## src/rtl/cpu_pkg.sv

```systemverilog
// Shared definitions for the program-counter / status-flag unit.
//   pc_state_e        : sequencing FSM states (RUN, FLUSH, HALT)
//   FLAG_*            : bit positions of the ALU flags inside the flag register
//   DEFAULT_RESET_PC  : default PC loaded on reset
//   RAS_DEPTH         : return-address stack depth (only used when
//                       PC_STATUS_CALL_STACK_EN is defined)
package cpu_pkg;

    typedef enum logic [1:0] {
        ST_RUN   = 2'd0,
        ST_FLUSH = 2'd1,
        ST_HALT  = 2'd2
    } pc_state_e;

    localparam logic [31:0] DEFAULT_RESET_PC = 32'h0000_0000;

    localparam int FLAG_Z    = 0;
    localparam int FLAG_N    = 1;
    localparam int FLAG_C    = 2;
    localparam int FLAG_V    = 3;
    localparam int FLAG_H    = 4;
    localparam int NUM_FLAGS = 5;

    localparam int RAS_DEPTH = 4;

endpackage

```

## src/rtl/ret_addr_stack.sv

```systemverilog
// Return-address stack, DEPTH entries (DEPTH must be a power of two).
// Implemented as a circular buffer so a push onto a full stack silently
// overwrites the oldest entry. A pop on an empty stack leaves it empty and
// 'data' reads EMPTY_VAL while empty.
// Ports:
//   clk, rst   : clock, synchronous active-high reset (clears occupancy)
//   push       : write push_data as the new top
//   pop        : discard the top entry (push wins if both asserted)
//   push_data  : address to push
//   full/empty : occupancy status
//   data       : current top entry (EMPTY_VAL when empty)
module ret_addr_stack
    import cpu_pkg::*;
#(
    parameter int          DEPTH     = RAS_DEPTH,
    parameter logic [31:0] EMPTY_VAL = DEFAULT_RESET_PC
) (
    input  logic        clk,
    input  logic        rst,
    input  logic        push,
    input  logic        pop,
    input  logic [31:0] push_data,
    output logic        full,
    output logic        empty,
    output logic [31:0] data
);

    localparam int PW = $clog2(DEPTH);
    localparam int CW = $clog2(DEPTH + 1);

    logic [31:0]   mem_q [DEPTH];
    logic [31:0]   mem_d [DEPTH];
    logic [PW-1:0] top_q, top_d;
    logic [CW-1:0] cnt_q, cnt_d;

    assign full  = (cnt_q == CW'(DEPTH));
    assign empty = (cnt_q == '0);
    assign data  = empty ? EMPTY_VAL : mem_q[top_q];

    always_comb begin
        mem_d = mem_q;
        top_d = top_q;
        cnt_d = cnt_q;
        if (push) begin
            // Pointer wraps, so when full the slot written is the oldest one.
            top_d        = top_q + PW'(1);
            mem_d[top_d] = push_data;
            if (!full) cnt_d = cnt_q + CW'(1);
        end else if (pop && !empty) begin
            top_d = top_q - PW'(1);
            cnt_d = cnt_q - CW'(1);
        end
    end

    always_ff @(posedge clk) begin
        if (rst) begin
            top_q <= '0;
            cnt_q <= '0;
        end else begin
            top_q <= top_d;
            cnt_q <= cnt_d;
        end
    end

    // Storage needs no reset: entries are only visible while counted.
    always_ff @(posedge clk) begin
        mem_q <= mem_d;
    end

endmodule

```

## src/rtl/pc_status_unit.sv

```systemverilog
// Program counter sequencing and ALU status-flag register.
// Optional feature macro: PC_STATUS_CALL_STACK_EN adds a 4-entry
// return-address stack (call pushes pc+PC_INC, ret pops into pc). Without it
// call acts as a plain branch and ret is ignored.
// Ports:
//   clk, rst              : clock, synchronous active-high reset
//   ex_valid              : ALU result valid this cycle
//   stall                 : freeze pc, state, flush counter and flags
//   alu_out, branch       : branch target / branch taken
//   flag_we, z/n/c/v/h_in : flag latch enable and ALU flags
//   halt, call, ret       : stop fetch, subroutine call / return
//   pc, flush             : fetch address, squash fetch/decode
//   zout..hout, sout      : registered flags, sout = nout ^ vout
//   halted                : in HALT state
module pc_status_unit
    import cpu_pkg::*;
#(
    parameter logic [31:0] RESET_PC     = DEFAULT_RESET_PC,
    parameter int          PC_INC       = 1,
    parameter int          FLUSH_CYCLES = 2
) (
    input  logic        clk,
    input  logic        rst,
    input  logic        ex_valid,
    input  logic        stall,
    input  logic [31:0] alu_out,
    input  logic        branch,
    input  logic        flag_we,
    input  logic        z_in,
    input  logic        n_in,
    input  logic        c_in,
    input  logic        v_in,
    input  logic        h_in,
    input  logic        halt,
    input  logic        call,
    input  logic        ret,
    output logic [31:0] pc,
    output logic        flush,
    output logic        zout,
    output logic        nout,
    output logic        cout,
    output logic        vout,
    output logic        hout,
    output logic        sout,
    output logic        halted
);

    localparam logic [31:0] PC_STEP    = 32'(PC_INC);
    localparam logic [1:0]  FLUSH_LAST = 2'(FLUSH_CYCLES - 1);

    pc_state_e              state_q, state_d;
    logic [31:0]            pc_q, pc_d;
    logic [1:0]             fcnt_q, fcnt_d;
    logic [NUM_FLAGS-1:0]   flags_q, flags_d;

    logic                   take_br;
    logic                   do_ret;
    logic                   ras_push;
    logic                   ras_pop;
    logic [31:0]            ras_data;

`ifdef PC_STATUS_CALL_STACK_EN
    logic ras_full_unused;
    logic ras_empty_unused;

    assign take_br = branch | call;
    assign do_ret  = ret;

    ret_addr_stack #(
        .DEPTH     (RAS_DEPTH),
        .EMPTY_VAL (RESET_PC)
    ) u_ras (
        .clk       (clk),
        .rst       (rst),
        .push      (ras_push),
        .pop       (ras_pop),
        .push_data (pc_q + PC_STEP),
        .full      (ras_full_unused),
        .empty     (ras_empty_unused),
        .data      (ras_data)
    );
`else
    logic ras_unused;

    assign take_br    = branch | call;
    assign do_ret     = 1'b0;
    assign ras_data   = RESET_PC;
    assign ras_unused = ^{ret, ras_push, ras_pop};
`endif

    always_comb begin
        state_d  = state_q;
        pc_d     = pc_q;
        fcnt_d   = fcnt_q;
        flags_d  = flags_q;
        ras_push = 1'b0;
        ras_pop  = 1'b0;
        if (!stall) begin
            case (state_q)
                ST_RUN: begin
                    if (ex_valid && flag_we) begin
                        flags_d[FLAG_Z] = z_in;
                        flags_d[FLAG_N] = n_in;
                        flags_d[FLAG_C] = c_in;
                        flags_d[FLAG_V] = v_in;
                        flags_d[FLAG_H] = h_in;
                    end
                    if (halt) begin
                        state_d = ST_HALT;
                    end else if (ex_valid) begin
                        if (take_br) begin
                            pc_d     = alu_out;
                            state_d  = ST_FLUSH;
                            fcnt_d   = '0;
                            ras_push = call;
                        end else if (do_ret) begin
                            pc_d    = ras_data;
                            ras_pop = 1'b1;
                            state_d = ST_FLUSH;
                            fcnt_d  = '0;
                        end else begin
                            pc_d = pc_q + PC_STEP;
                        end
                    end
                end
                ST_FLUSH: begin
                    // Bubbles still advance the fetch address.
                    if (halt) begin
                        state_d = ST_HALT;
                    end else begin
                        pc_d = pc_q + PC_STEP;
                        if (fcnt_q == FLUSH_LAST) begin
                            state_d = ST_RUN;
                            fcnt_d  = '0;
                        end else begin
                            fcnt_d = fcnt_q + 2'd1;
                        end
                    end
                end
                default: ; // HALT: only reset leaves
            endcase
        end
    end

    always_ff @(posedge clk) begin
        if (rst) begin
            state_q <= ST_RUN;
            pc_q    <= RESET_PC;
            fcnt_q  <= '0;
            flags_q <= '0;
        end else begin
            state_q <= state_d;
            pc_q    <= pc_d;
            fcnt_q  <= fcnt_d;
            flags_q <= flags_d;
        end
    end

    assign pc     = pc_q;
    assign flush  = (state_q == ST_FLUSH);
    assign halted = (state_q == ST_HALT);
    assign zout   = flags_q[FLAG_Z];
    assign nout   = flags_q[FLAG_N];
    assign cout   = flags_q[FLAG_C];
    assign vout   = flags_q[FLAG_V];
    assign hout   = flags_q[FLAG_H];
    assign sout   = flags_q[FLAG_N] ^ flags_q[FLAG_V];

endmodule

```

## config.mk

```make
export PLATFORM = sky130hd
export DESIGN_NAME = pc_status_unit
export DESIGN_NICKNAME = d
export VERILOG_FILES = /design/src/rtl/cpu_pkg.sv /design/src/rtl/ret_addr_stack.sv /design/src/rtl/pc_status_unit.sv
export SDC_FILE = /design/constraint.sdc
export NUM_CORES = 1
export LEC_CHECK = 0
export ABC_CLOCK_PERIOD_IN_PS = 2500
export CAP_MARGIN = 20
export CELL_PAD_IN_SITES_DETAIL_PLACEMENT = 0
export CELL_PAD_IN_SITES_GLOBAL_PLACEMENT = 2
export CORE_MARGIN = 10
export CORE_UTILIZATION = 25
export CTS_BUF_LIST = sky130_fd_sc_hd__clkbuf_16
export CTS_CLUSTER_DIAMETER = 200
export CTS_CLUSTER_SIZE = 28
export DETAILED_ROUTE_END_ITERATION = 10
export PLACE_DENSITY_LB_ADDON = 0.1
export REMOVE_ABC_BUFFERS = 1
export SYNTH_ARGS = -nofsm -noshare
export SYNTH_HDL_FRONTEND = slang
export SYNTH_SLANG_ARGS = --single-unit
```

## constraint.sdc

```tcl
create_clock -name clk -period 2.5 [get_ports clk]
set_input_delay 0.375 -clock clk [delete_from_list [all_inputs] [get_ports clk]]
set_output_delay 0.375 -clock clk [all_outputs]
set_load 0.02 [all_outputs]
```

# Word level (Yosys, flattened, before mapping)
# Cells that the tools add are included.
dict set report classes {
  add_sub_neg 2
  mux 17
  n_bitwise 3
  n_reduce_logical 7
  eq_ne 10
}
# op count
set ops {}
lappend ops {{$mux 32} 4}
lappend ops {{$pmux 32 s2} 1}
lappend ops {{$add 32x1->32 const B} 1}
lappend ops {{$mux 2} 10}
lappend ops {{$reduce_and 5->1} 2}
lappend ops {{$ne 2x2->1 const B} 4}
lappend ops {{$pmux 2 s2} 2}
lappend ops {{$ne 3x3->1 const B} 2}
lappend ops {{$reduce_and 6->1} 1}
lappend ops {{$eq 2x1->1 const B} 2}
lappend ops {{$ne 3x2->1 const B} 1}
lappend ops {{$reduce_and 3->1} 1}
lappend ops {{$add 2x1->2 const B} 1}
lappend ops {{$eq 2x2->1 const B} 1}
lappend ops {{$logic_not 2->1} 1}
lappend ops {{$reduce_bool 2->1} 1}
lappend ops {{$logic_and 1x1->1} 1}
lappend ops {{$not 1->1} 1}
lappend ops {{$or 1x1->1} 1}
lappend ops {{$xor 1x1->1} 1}
dict set report word_totals {
  word_cells 43
  register_bits 41
  input_bits 46
  output_inout_bits 40
}

# Logic depth before layout (Yosys ltp)
dict set report logic_depth {
  depth_word 5
  depth_mapped 8
  mapped_depth_nobuf 6
}

# Worst setup path before layout
# No wires, ideal clock.
dict set report synth_path {
  path_kind {flip-flop to flip-flop}
  start {register pc_q[7], in the netlist pc[7]}
  end {register pc_q[29], in the netlist pc[29]}
  slack_ns 0.163
  stages_incl_launch_ff 7
  setup_ns 0.130
  synth_period_minus_slack_ns 2.337
  n_path_buf 1
  required_ns 2.370
  arrival_time_ns 2.207
  path_cell_list {dfxtp_1 -> nand4_2 -> or4_1 -> buf_2 -> or4_4 -> a222oi_1 -> a21oi_1}
}
dict set report synth_between {
  elab_chain_len 5
  elab_cells_between_ends 6
  classes_between {1 x add/sub; 5 x mux}
}
# item line_no
set synth_rtl {}
lappend synth_rtl {{from (decl)} pc_status_unit.sv:52} ;# logic [31:0] pc_q, pc_d;
lappend synth_rtl {{from (signal assigned)} pc_status_unit.sv:153} ;# pc_q <= pc_d;
lappend synth_rtl {{$add 32x1->32 *} {pc_status_unit.sv:122, pc_status_unit.sv:131}}
lappend synth_rtl {{$mux 32} pc_status_unit.sv:111} ;# if (take_br) begin
lappend synth_rtl {{$mux 32} pc_status_unit.sv:110} ;# end else if (ex_valid) begin
lappend synth_rtl {{$mux 32} pc_status_unit.sv:108} ;# if (halt) begin
lappend synth_rtl {{$pmux 32 s2 *} pc_status_unit.sv:99} ;# case (state_q)
# Every way passes the cells marked *; elsewhere a longest branch is shown, timed or not. The select of a mux whose other input is x is not followed.
# A chain may end at the register's enable or synchronous reset.

# Final worst setup path
dict set report layout_path {
  start {register pc_q[8], in the netlist pc[8]}
  end {register pc_q[25], in the netlist pc[25]}
}
# Same word-level chain as after synthesis.

==> results.py <==
metrics = {
    "outcome": {
        "run_status": "complete, no violations",
    },
    "clock_tree": {
        "root_buffer": "clkbuf_16",
        "cts_sinks": 41,
        "clk_latency_ps": 280,
        "numCtsBuffers": 5,
        "h-tree-depth": 2,
        "post_cts_buffers": 0,
        "cts.clk_slew.worst_paths_ps": 60,
        "hold_buffers": 0,
        "cts_buffer_depth": 2,
        "cts_tree": "done",
    },
    "hold_path": {
        "holdPathStages": 1,
        "hold_path_class": "flip-flop to flip-flop",
        "min_to": "fcnt_q[1]",
        "hold_path_startpoint": "fcnt_q[1]",
    },
    "global_route": {
        "grt_pass1_vias": 2914,
        "grt_overflow": 0,
        "antenna_found_initial": 0,
        "grt_pass1_wl_mm": 15.7,
        "grt_max_degree": 40,
        "grtUsageTotal_pct": 13.3,
    },
    "finish": {
        "diodes": 0,
        "final_area_um2": 3780,
        "final_cell_mix": "clkdlybuf4s50_1, dfxtp_1, nor2_1",
        "fillers": 1052,
        "final-seq-area_um2": 821,
        "multiInputGateArea_um2": 1530,
        "area_growth_pct": 52.1,
        "final_common_cell": "clkdlybuf4s50_1",
        "final_util_pct": 38.9,
        "fin_nets": 470,
        "drive_above_1_share_pct": 11.3,
    },
    "timing": {
        "drv_slew": 0,
        "tns_ps": 0,
        "holdWs_ps": 492,
        "rsz0062_at_grt": "false",
        "finalCritPeriodShare_pct": 89.1,
        "layout_min_cycle_time_ps": 2230,
        "setup_viol": 0,
        "tightest_slew_ps": 499,
        "layout_setup_ws_ps": 273,
        "fmax_ghz": 0.449,
        "slew_headroom_pct": 66.7,
        "finClkSkew_ps": 9.18,
        "hold_violations": 0,
    },
    "floorplan": {
        "start_util_pct": 25.6,
        "die_area_um2": 14300,
        "num_io_pins": 86,
        "die_height_um": 120,
        "fp.coreArea_um2": 9730,
        "die_w_um": 120,
        "rows": 36,
    },
    "synthesis": {
        "yosysUniqueCellTypes": 57,
        "syn_avg_cell_area_um2": 7.58,
        "syn_inst": 328,
        "ys_seq_area_share_pct": 33.0,
        "yosysWarnings": 0,
        "synthFlopType": "dfxtp_1",
        "async_flop_share_pct": 0,
        "synth-seq-cells": 41,
        "synth_area_um2": 2490,
        "synth_edf_count": 0,
    },
    "setup_path": {
        "r2r_slack_ps": 270,
        "startpoint_type": "flip-flop",
        "r2r_start": "pc[8]",
        "crit_path_start": "pc[8]",
        "crit_required_ps": 2680,
        "cp.arrival_ps": 2410,
        "reg2reg_depth": 7,
        "cp-end-kind": "flip-flop",
        "crit_path_max_fanout": 5,
        "worstSetupPathType": "flip-flop to flip-flop",
        "rr_endpoint": "pc[25]",
    },
    "placed_design": {
        "place.detailed.hpwl_mm": 7.14,
        "placedInstanceArea_um2": 3640,
        "dp_slack_ps": 234,
        "port_buffers": 84,
        "globalplace.congestion": 0.740,
    },
    "pwr": {
        "p_leak_nw": 1.34,
        "ir_worst_vdd_uv": 277,
        "powerDensity_nw_per_um2": 448,
    },
    "route": {
        "wl_per_cell_um": 17.6,
        "vias": 2837,
        "route.detailed.drc": 0,
        "routed_via_density": 5.09,
        "drt_iter0_markers": 146,
        "drtPass1Iterations": 5,
        "drtAntennaViolNets": 0,
        "wl_mm": 9.79,
    },
    "job": {
        "maxCapViolCount": 0,
    },
}
==> cells in the mapped netlist, types with 2 or more instances <==
master    instances  area (um2)
or3_1             3        18.8
nand4_1           8        50.1
nor3_1           17        85.1
mux2i_1           7        70.1
and3_1           13        81.3
or3_2             2        15.0
or4_1             2        15.0
inv_1             8        30.0
buf_6             3        33.8
dfxtp_1          41         821
a311oi_1          4        35.0
o21a_1            3        22.5
nor4b_1           2        17.5
a21oi_1          26         130
a211oi_1          4        30.0
a21o_1            6        45.0
nor4_1            6        37.5
nor2_1           30         113
nor3b_1           2        15.0
a32o_1            4        40.0
nand2_1          27         101
o31ai_1           3        22.5
a22oi_1           4        30.0
nand3_1          10        50.1
o22ai_1           3        18.8
a31oi_1           7        43.8
o21ai_0          27         135
or2_2             3        18.8
clkbuf_1         20        75.1
nand2b_1          4        25.0
a221oi_1          2        17.5
nor2b_1           2        12.5
==> area by class of cell <==
type,count,share of cell area [%]
timing repair buffer,113,29.0
inverter,8,0.794
sequential,41,21.7
clock inverter,3,0.364
clock buffer,5,3.31
tap,133,4.40
multi-input combinational,254,40.4
==> through the flow <==
stage          power, mW  std cells
5_1_grt             1.78        557
6_report            1.69        557
3_5_place_dp        1.08        549
2_1_floorplan      0.870        303
4_1_cts             1.73        557
3_3_place_gp        1.08        549
==> layer usage <==
layer / GRT usage [%] / part of all wire, % / vias up
met2: 22.5 / 48 / 57
met3: 2.86 / 3.6 / 10
met4: 3.47 / 1.1 / 0
li1: - / - / 1420
met5: 0 / 0 / -
met1: 16.8 / 47 / 1350
==> what timing repair did <==
action | CTS | global route
hold endpoints to repair | 0 | 0
gates resized for setup | 0 | 1
setup endpoints to repair | 0 | 1
==> state kept, by name, summed over array words and instances, names as in the netlist <==
name and count:
fcnt_q 2, state_q 2, flags_q 5, pc 32
==> worst max-delay path by stage <==
stage | endpoint | slack [ps] | depth (start not counted)
final | pc[25] | 270 | 7
after global routing | pc[28] | 90 | 7
after CTS | pc[28] | 230 | 7
after detailed placement | pc[28] | 230 | 7
after global placement | pc[18] | 260 | 8
after floorplan | pc[29] | -470 | 6
==> power by group <==
group	internal [mW]	switching, mW
Sequential	0.679	0.0316
Clock	0.363	0.264
Combinational	0.182	0.174
Total	1.22	0.469
==> kinds of logic (layout without fill, tap and decap cells) <==
| logic type | count (synthesis) | count (layout) | share of synthesized area [%] |
|---|---|---|---|
| multiplexers | 7 | 7 | 2.82 |
| buffers and inverters | 33 | 129 | 6.19 |
| XOR/XNOR | 1 | 1 | 0.352 |
| adder cells (fa/ha/maj) | 1 | 1 | 0.503 |
| flip-flops | 41 | 41 | 33.0 |
| AND/OR/NAND/NOR | 139 | 139 | 29.5 |
| AO/OA/AOI/OAI | 106 | 106 | 27.6 |
==> critical path, stage by stage, from the launching register on <==
cell	delay, ps
dfxtp_1	440
nand4_2	150
or4_1	610
buf_4	190
nor4_1	240
buf_4	180
o21ai_0	70
a32o_1	260
No activity file was read; power rests on OpenSTA's default activity.
